$ cat src/rtl/axi3_wr_responder.sv
// AXI3 write-path slave: accepts one AW burst, turns each W beat into a registered
// memory write, and returns one B response per burst.
module axi3_wr_responder #(
  parameter int ADDR_WIDTH = 32,
  parameter int DATA_WIDTH = 128,
  parameter int ID_WIDTH   = 4,
  parameter int ADDR_LEN   = 4
) (
  input  logic                    clk_i,
  input  logic                    rst_i,
  input  logic                    avalid_i,
  output logic                    aready_o,
  input  logic [ID_WIDTH-1:0]     aid_i,
  input  logic [ADDR_WIDTH-1:0]   aaddr_i,
  input  logic [ADDR_LEN-1:0]     alen_i,
  input  logic [2:0]              asize_i,
  input  logic [1:0]              aburst_i,
  input  logic                    wvalid_i,
  output logic                    wready_o,
  input  logic [ID_WIDTH-1:0]     wid_i,
  input  logic [DATA_WIDTH-1:0]   wdata_i,
  input  logic [DATA_WIDTH/8-1:0] wstrb_i,
  input  logic                    wlast_i,
  output logic                    bvalid_o,
  input  logic                    bready_i,
  output logic [ID_WIDTH-1:0]     bid_o,
  output logic [1:0]              bresp_o,
  output logic                    mem_we_o,
  output logic [ADDR_WIDTH-1:0]   mem_addr_o,
  output logic [DATA_WIDTH-1:0]   mem_wdata_o,
  output logic [DATA_WIDTH/8-1:0] mem_wstrb_o
);

  localparam int STRB_W   = DATA_WIDTH / 8;
  localparam int MAX_SIZE = $clog2(STRB_W);

  typedef enum logic [1:0] {ST_IDLE, ST_DATA, ST_RESP} state_t;

  state_t                state_q, state_d;
  logic [ID_WIDTH-1:0]   id_q, id_d;
  logic [ADDR_WIDTH-1:0] addr_q, addr_d;
  logic [ADDR_LEN-1:0]   len_q, len_d, beat_cnt_q, beat_cnt_d;
  logic [2:0]            size_q, size_d;
  logic [1:0]            burst_q, burst_d;
  logic                  aerr_q, aerr_d, err_q, err_d;
  logic                  aready_q, aready_d, wready_q, wready_d, bvalid_q, bvalid_d;
  logic [ID_WIDTH-1:0]   bid_q, bid_d;
  logic [1:0]            bresp_q, bresp_d;
  logic                  mem_we_q, mem_we_d;
  logic [ADDR_WIDTH-1:0] mem_addr_q, mem_addr_d;
  logic [DATA_WIDTH-1:0] mem_wdata_q, mem_wdata_d;
  logic [STRB_W-1:0]     mem_wstrb_q, mem_wstrb_d;

  logic                  aw_hs, w_hs, b_hs, acc_err, wrap_len_ok, misaligned;
  logic                  id_ok, last_beat, beat_err;
  logic [ADDR_WIDTH-1:0] size_bytes, span, wrap_mask, incr_addr, next_addr;

  always_comb begin
    state_d     = state_q;
    id_d        = id_q;
    addr_d      = addr_q;
    len_d       = len_q;
    size_d      = size_q;
    burst_d     = burst_q;
    beat_cnt_d  = beat_cnt_q;
    aerr_d      = aerr_q;
    err_d       = err_q;
    bid_d       = bid_q;
    bresp_d     = bresp_q;
    mem_we_d    = 1'b0;
    mem_addr_d  = mem_addr_q;
    mem_wdata_d = mem_wdata_q;
    mem_wstrb_d = mem_wstrb_q;

    aw_hs = avalid_i && aready_q;
    w_hs  = wvalid_i && wready_q;
    b_hs  = bready_i && bvalid_q;

    wrap_len_ok = (alen_i == ADDR_LEN'(1)) || (alen_i == ADDR_LEN'(3)) ||
                  (alen_i == ADDR_LEN'(7)) || (alen_i == ADDR_LEN'(15));
    misaligned  = (aaddr_i & ((ADDR_WIDTH'(1) << asize_i) - ADDR_WIDTH'(1))) != '0;
    acc_err     = (aburst_i == 2'd3) || (asize_i > 3'(MAX_SIZE)) ||
                  ((aburst_i == 2'd2) && (!wrap_len_ok || misaligned));

    // WRAP spans are powers of two, so the base is a mask and the modulo a low-bit select.
    size_bytes = ADDR_WIDTH'(1) << size_q;
    span       = ({{(ADDR_WIDTH-ADDR_LEN){1'b0}}, len_q} + ADDR_WIDTH'(1)) << size_q;
    wrap_mask  = span - ADDR_WIDTH'(1);
    incr_addr  = addr_q + size_bytes;
    case (burst_q)
      2'd1:    next_addr = incr_addr;
      2'd2:    next_addr = (addr_q & ~wrap_mask) | (incr_addr & wrap_mask);
      default: next_addr = addr_q;
    endcase

    id_ok     = (wid_i == id_q);
    last_beat = (beat_cnt_q == len_q);
    beat_err  = !id_ok || (wlast_i != last_beat);

    case (state_q)
      ST_IDLE: begin
        if (aw_hs) begin
          id_d       = aid_i;
          addr_d     = aaddr_i;
          len_d      = alen_i;
          size_d     = asize_i;
          burst_d    = aburst_i;
          beat_cnt_d = '0;
          aerr_d     = acc_err;
          err_d      = acc_err;
          state_d    = ST_DATA;
        end
      end
      ST_DATA: begin
        if (w_hs) begin
          // Beat-level faults flag the response but only an illegal burst or a foreign ID blocks a write.
          if (!aerr_q && id_ok) begin
            mem_we_d    = 1'b1;
            mem_addr_d  = addr_q;
            mem_wdata_d = wdata_i;
            mem_wstrb_d = wstrb_i;
          end
          err_d      = err_q || beat_err;
          addr_d     = next_addr;
          beat_cnt_d = beat_cnt_q + ADDR_LEN'(1);
          if (last_beat) begin
            state_d = ST_RESP;
            bid_d   = id_q;
            bresp_d = (err_q || beat_err) ? 2'b10 : 2'b00;
          end
        end
      end
      ST_RESP: begin
        if (b_hs) state_d = ST_IDLE;
      end
      default: state_d = ST_IDLE;
    endcase

    aready_d = (state_d == ST_IDLE);
    wready_d = (state_d == ST_DATA);
    bvalid_d = (state_d == ST_RESP);
  end

  always_ff @(posedge clk_i) begin
    if (rst_i) begin
      state_q     <= ST_IDLE;
      id_q        <= '0;
      addr_q      <= '0;
      len_q       <= '0;
      size_q      <= '0;
      burst_q     <= '0;
      beat_cnt_q  <= '0;
      aerr_q      <= 1'b0;
      err_q       <= 1'b0;
      aready_q    <= 1'b1;
      wready_q    <= 1'b0;
      bvalid_q    <= 1'b0;
      bid_q       <= '0;
      bresp_q     <= '0;
      mem_we_q    <= 1'b0;
      mem_addr_q  <= '0;
      mem_wdata_q <= '0;
      mem_wstrb_q <= '0;
    end else begin
      state_q     <= state_d;
      id_q        <= id_d;
      addr_q      <= addr_d;
      len_q       <= len_d;
      size_q      <= size_d;
      burst_q     <= burst_d;
      beat_cnt_q  <= beat_cnt_d;
      aerr_q      <= aerr_d;
      err_q       <= err_d;
      aready_q    <= aready_d;
      wready_q    <= wready_d;
      bvalid_q    <= bvalid_d;
      bid_q       <= bid_d;
      bresp_q     <= bresp_d;
      mem_we_q    <= mem_we_d;
      mem_addr_q  <= mem_addr_d;
      mem_wdata_q <= mem_wdata_d;
      mem_wstrb_q <= mem_wstrb_d;
    end
  end

  assign aready_o    = aready_q;
  assign wready_o    = wready_q;
  assign bvalid_o    = bvalid_q;
  assign bid_o       = bid_q;
  assign bresp_o     = bresp_q;
  assign mem_we_o    = mem_we_q;
  assign mem_addr_o  = mem_addr_q;
  assign mem_wdata_o = mem_wdata_q;
  assign mem_wstrb_o = mem_wstrb_q;

endmodule

$ cat config.mk
export PLATFORM = sky130hd
export DESIGN_NAME = axi3_wr_responder
export DESIGN_NICKNAME = d
export VERILOG_FILES = /design/src/rtl/axi3_wr_responder.sv
export SDC_FILE = /design/constraint.sdc
export NUM_CORES = 1
export LEC_CHECK = 0
export ABC_AREA = 0
export CORE_AREA = 2 2 164 166
export CTS_CLUSTER_SIZE = 8
export DETAILED_ROUTE_END_ITERATION = 8
export DIE_AREA = 0 0 166 168
export GPL_ROUTABILITY_DRIVEN = 0
export PLACE_DENSITY = 0.83
export SYNTH_ARGS = -nofsm -noshare
export SYNTH_HDL_FRONTEND = slang
export SYNTH_SLANG_ARGS = --single-unit
$ cat constraint.sdc
create_clock -name clk_i -period 8.8 [get_ports clk_i]
set_clock_uncertainty 0.1 [all_clocks]
set_input_delay 1.76 -clock clk_i [delete_from_list [all_inputs] [get_ports clk_i]]
set_output_delay 1.76 -clock clk_i [all_outputs]
set_load 0.02 [all_outputs]
### After elaboration in Yosys (flattened, before gate mapping)

Cells that the tools add are included.

* output and inout bits: 186
* memory bits (read-only): 0
* logic and storage cells: 95
* RAM bits: 0
* input bits: 199
* memories: 0
* latch bits: 0
* bits in registers: 239

* $mul: 0
* mux-type cells: 17
* $add $sub $neg: 5
* shift operators: 3
* equal/unequal tests: 18
* order comparisons: 1
* divide/modulo/power cells: 0
* bitwise operators: 7
* reduce and logical (&&, ||, !) cells: 26

Operators with widths (number)
* one-hot mux 32 bit (2 select lines): 2
* bitwise AND 32 bit: 3
* 2-to-1 mux 32 bit: 2
* << shifter 1 x 3 -> 32 bit, first input constant: 2
* subtractor 32 x 1 -> 32 bit, second input constant: 2
* adder 32 bit: 1
* NOT 32 bit: 1
* bitwise OR 32 bit: 1
* nonzero test 32 bit: 1
* << shifter 5 x 3 -> 32 bit: 1
* equality test 2 bit, second input constant: 5
* 2-to-1 mux 2 bit: 5
* AND reduction 3 bit: 3
* equality test 4 bit: 2
* logical OR 1 bit: 8
* 2-to-1 mux 4 bit: 2
* one-hot mux 4 bit (2 select lines): 1
* equality test 2 x 1 -> 1 bit, second input constant: 3
* one-hot mux 2 bit (3 select lines): 1
* adder 4 x 1 -> 5 bit, second input constant: 1
* logical AND 1 bit: 5
* adder 4 x 1 -> 4 bit, second input constant: 1
* equality test 4 x 1 -> 1 bit, second input constant: 1
* equality test 4 x 2 -> 1 bit, second input constant: 1
* other kinds (15): 22

### Depth between registers and ports, before layout

* depth after elaboration: 10
* gate-level depth with buffers: 15
* gate-level depth less buffers: 13

### Worst setup path before layout

OpenSTA, ideal clock, no wires.

* path type: in2reg
* start: input wid_i[2]
* end: register mem_wdata_q[10], in the netlist mem_wdata_o[10]
* arrival time: 3.115 ns
* buffers on the path: 2
* stages on the path: 7
* data required time: 8.630 ns
* library setup time: 0.070 ns
* slack: 5.514 ns
* path through: xnor2_1 -> nand4_1 -> nor3_1 -> clkbuf_1 -> buf_1 -> nand2_1 -> a21oi_1

* longest elaborated chain between the ends: 3

Ends and longest elaborated chain
* start, declared: RTL line 20 `input logic [ID_WIDTH-1:0] wid_i,`
* equality test 4 bit: RTL line 96 `id_ok = (wid_i == id_q);`
* logical AND 1 bit: RTL line 117 `if (!aerr_q && id_ok) begin`
* AND reduction 3 bit (no source line)
* end signal, assigned: RTL line 181 `mem_wdata_q <= mem_wdata_d;`
* end, declared: RTL line 51 `logic [DATA_WIDTH-1:0] mem_wdata_q, mem_wdata_d;`

No other way between the ends.
A chain may end at the register's enable or synchronous reset.

### Final worst setup path

* start: input wid_i[2]
* end: register mem_wdata_q[83], in the netlist mem_wdata_o[83]

Same word-level chain as after synthesis.

==> results summary <==
The number of hold-repair buffers added at the cts stage came out at 0. The floorplan die area came out at 27900 um2. The routed design has 33400 um of wire. In this run the worst setup path begins at wid_i[2].

The startpoint type of the worst setup path is an input pin. The aggregate global-route resource usage came out at 23.0%. After detailed routing, the number of remaining DRC violations is 0. The number of flops mapped to enable cells by yosys is 0. The power per cell area is 178 nW/um2. In the post-route analysis, the smallest setup slack over all paths is 4.40 ns. Yosys attributes the largest share of cell area to sky130_fd_sc_hd__dfxtp_1 46%, sky130_fd_sc_hd__nand2_1 16%, sky130_fd_sc_hd__a21oi_1 11%.

The design draws 2.71 mW. The final setup TNS came out at 0 ns. For this run, the top clock speed supported by timing is 227 MHz. The average size of a mapped cell is 7.60 um2. For this run, the leading register cell type out of synthesis is sky130_fd_sc_hd__dfxtp_1.

The area growth from synthesis to layout came out at 48.1%. The total of endpoints with negative setup slack in the final report is 0. The total count of max-transition violations in the final report came to 0. Buffers inserted during clock tree synthesis total 36. The final cell area excluding filler cells came out at 15200 um2. For this design the top-level I/O count stands at 385.

The number of setup buffers added after CTS is 0. The leakage power figure came out at 5.20 nW. The worst register-to-register path begins at size_q[0]. The most repeated cell in the gate-level netlist after synthesis is sky130_fd_sc_hd__nand2_1. Prior to clock tree synthesis, the placed netlist has a worst setup slack of 3.94 ns.

The number of routed nets with antenna violations is 0. At the worst endpoint, the arrival time is 4.72 ns. The critical path is of the in -> reg type. Setup repair after global routing left no endpoint under its margin. The final period demand of the worst path is 4.40 ns.

The y dimension of the die came out at 168 um. For the pin with the worst max-slew slack, the measured transition is 0.993 ns. The peak ir drop on the vdd network is 0.000151 V. The pre-antenna-repair detailed-routing pass consisted of 7 iterations. For flop-to-flop paths, the worst setup slack is 4.69 ns. The synthesized instance count is 1353. In the final routed layout, each cell accounts on average for 16.4 um. STA classifies the critical path endpoint as a flop. TritonCTS built the clock tree.

In this run the worst setup path terminates at mem_wdata_o[83]. The cell row count came out at 60. The number of antenna violations at the first check in global routing was 4. The max-cap check violation count is 0. The share of synthesized registers carrying an async set or reset is 0%. The worst slew slack as a fraction of its limit came out at 33.8%. The synthesized area is 10300 um2. The number of endpoints with negative hold slack in the final report is 0.

The total number of vias came out at 10600. The placeable core region came out at 26400 um2. After detailed placement, the total cell area comes to 14300 um2. After clock tree synthesis, the clock-pin slew on the worst setup and hold paths is 0.05 ns. Dividing the final minimum period by the clock period gives 50.0%. The required time at the worst-slack endpoint is 9.12 ns. The total overflow left after global routing is 0. The number of unique standard cell types used by synthesis came out at 76.

The H-tree was split into 2 levels. The register bit count reported by yosys is 238. The sequential-to-total area share from yosys stat is 46.3%. The number of gates resized after CTS is 0. In the final layout, the share of cells above drive strength 1 is 4.53%.

The first-pass GRT wire length came out at 53100 um. The count of cells along the worst register-to-register path is 12. The min-delay analysis places its worst path in the category reg -> reg. The synthesized netlist net count came out at 1567. The number of global-route vias before repair is 10300. sky130_fd_sc_hd__dfxtp_1 takes more of the synthesized area than any other cell. The flow ran to the end, and the final reports show no timing, DRC or antenna violations. The largest fanout on the critical path came out at 92. The final layout net count is 1908. Measured along the x axis, the die boundary spans 166 um. The worst hold margin came out at 0.350 ns. The commonest cells after synthesis are 444 x sky130_fd_sc_hd__nand2_1, 238 x sky130_fd_sc_hd__dfxtp_1, 231 x sky130_fd_sc_hd__a21oi_1, 75 x sky130_fd_sc_hd__clkbuf_1, 71 x sky130_fd_sc_hd__nor2_1. The effective utilization at floorplan is 39.0%.

For this run, the number of Yosys warnings is 0. Once detailed placement completed, the half-perimeter wirelength came to 23400 um. The buffer type at the clock tree root is sky130_fd_sc_hd__clkbuf_16.

The maximum root-to-sink buffer count came out at 3. The latest clock arrival within the worst-skew pair came out at 0.50 ns. The number of violations reported at the end of detailed-routing iteration 0 came out at 569.

After synthesis, the largest area contributor takes up 46.3% of total cell area. After detailed routing, the number of vias per cell comes to 5.22. The TritonCTS sink count is 238. The largest net degree at the start of global routing is 93. During placement, the flow inserted port buffers numbering 383.
area by class of cell:
cell class	instances	area (um2)
inverters	17	63.8
flip-flops and latches	238	4760
well taps	341	427
fillers	2335	11100
diodes	1	2.50
clock buffers	40	957
repair buffers	392	3900
clock inverters	3	25.0
multi-input cells	1009	5100
critical path: stages:
cell and delay (ns):
sky130_fd_sc_hd__clkdlybuf4s50_1 0.48, sky130_fd_sc_hd__xnor2_1 0.12, sky130_fd_sc_hd__nand4_1 0.18, sky130_fd_sc_hd__nor3_2 0.18
sky130_fd_sc_hd__buf_4 0.65, sky130_fd_sc_hd__buf_4 0.87, sky130_fd_sc_hd__nand2_1 0.16, sky130_fd_sc_hd__a21oi_1 0.19
metal layers:
layer  GRT usage, %  vias up  share of wire (%)
met1           27.6     4871                 41
met5              0        -               0.12
met4           9.34        6                3.9
met2           37.7      436                 46
met3           7.99      101                9.3
li1               -     5234                  -
cells by family after synthesis:
logic type                 count (synthesis)  share of synthesized area [%]
DFF                                      238                           46.3
muxes                                      4                          0.389
adders and majority gates                 15                           1.90
other                                      1                         0.0364
xor gates and xnor gates                  26                           2.21
and+or+nand+nor                          621                           25.5
buffers and inverters                    106                           4.24
AOI/OAI and AO/OA                        342                           19.4
layout by cell type (no fill, tap or decap), types with 3 or more instances in the layout:
master,n
sky130_fd_sc_hd__nand2_1,444
sky130_fd_sc_hd__clkdlybuf4s50_1,382
sky130_fd_sc_hd__dfxtp_1,238
sky130_fd_sc_hd__a21oi_1,231
sky130_fd_sc_hd__nor2_1,71
sky130_fd_sc_hd__clkbuf_16,37
sky130_fd_sc_hd__o21ai_0,22
sky130_fd_sc_hd__nand3_1,20
sky130_fd_sc_hd__inv_1,15
sky130_fd_sc_hd__nor3_1,15
sky130_fd_sc_hd__xor2_1,15
sky130_fd_sc_hd__ha_1,14
sky130_fd_sc_hd__a211oi_1,13
sky130_fd_sc_hd__nand2b_1,11
sky130_fd_sc_hd__xnor2_1,11
sky130_fd_sc_hd__o22ai_1,10
sky130_fd_sc_hd__nand4_1,10
sky130_fd_sc_hd__buf_4,9
sky130_fd_sc_hd__o21a_1,8
sky130_fd_sc_hd__nor4_1,8
sky130_fd_sc_hd__nor2b_1,6
sky130_fd_sc_hd__a311oi_1,6
sky130_fd_sc_hd__and3_1,5
sky130_fd_sc_hd__o21ai_2,4
sky130_fd_sc_hd__or3_1,4
sky130_fd_sc_hd__a21o_1,4
sky130_fd_sc_hd__mux2i_1,4
sky130_fd_sc_hd__o21ai_1,3
sky130_fd_sc_hd__and2_4,3
sky130_fd_sc_hd__nor3_2,3
sky130_fd_sc_hd__o31ai_1,3
sky130_fd_sc_hd__a31oi_1,3
sky130_fd_sc_hd__and2_1,3
sky130_fd_sc_hd__a211o_1,3
sky130_fd_sc_hd__a22oi_1,3
through the flow:
step | cells | utilization [%]
after global routing | 2040 | 57.8
after detailed placement | 1997 | 54.1
after global placement | 1997 | 54.1
after CTS | 2040 | 57.8
final | 2041 | 57.8
after floorplan | 1353 | -
worst min-delay path by stage:
stage,slack [ns],endpoint,cells after the start,from
2_1_floorplan,0.33,err_q,2,err_q
3_3_place_gp,0.34,mem_wdata_o[20],2,mem_wdata_o[20]
3_5_place_dp,0.35,mem_wdata_o[116],2,mem_wdata_o[116]
4_1_cts,0.35,mem_wdata_o[30],2,mem_wdata_o[30]
5_1_grt,0.37,mem_wdata_o[75],2,mem_wdata_o[75]
6_report,0.35,mem_wdata_o[14],2,mem_wdata_o[14]
power by group:
| part | internal (mW) | leakage (nW) | total, mW | switching (mW) |
|---|---|---|---|---|
| combinational | 0.167 | 2.79 | 0.332 | 0.165 |
| sequential | 1.11 | 1.92 | 1.15 | 0.0424 |
| clock | 0.758 | 0.481 | 1.22 | 0.463 |
No activity file was read; power rests on OpenSTA's default activity.
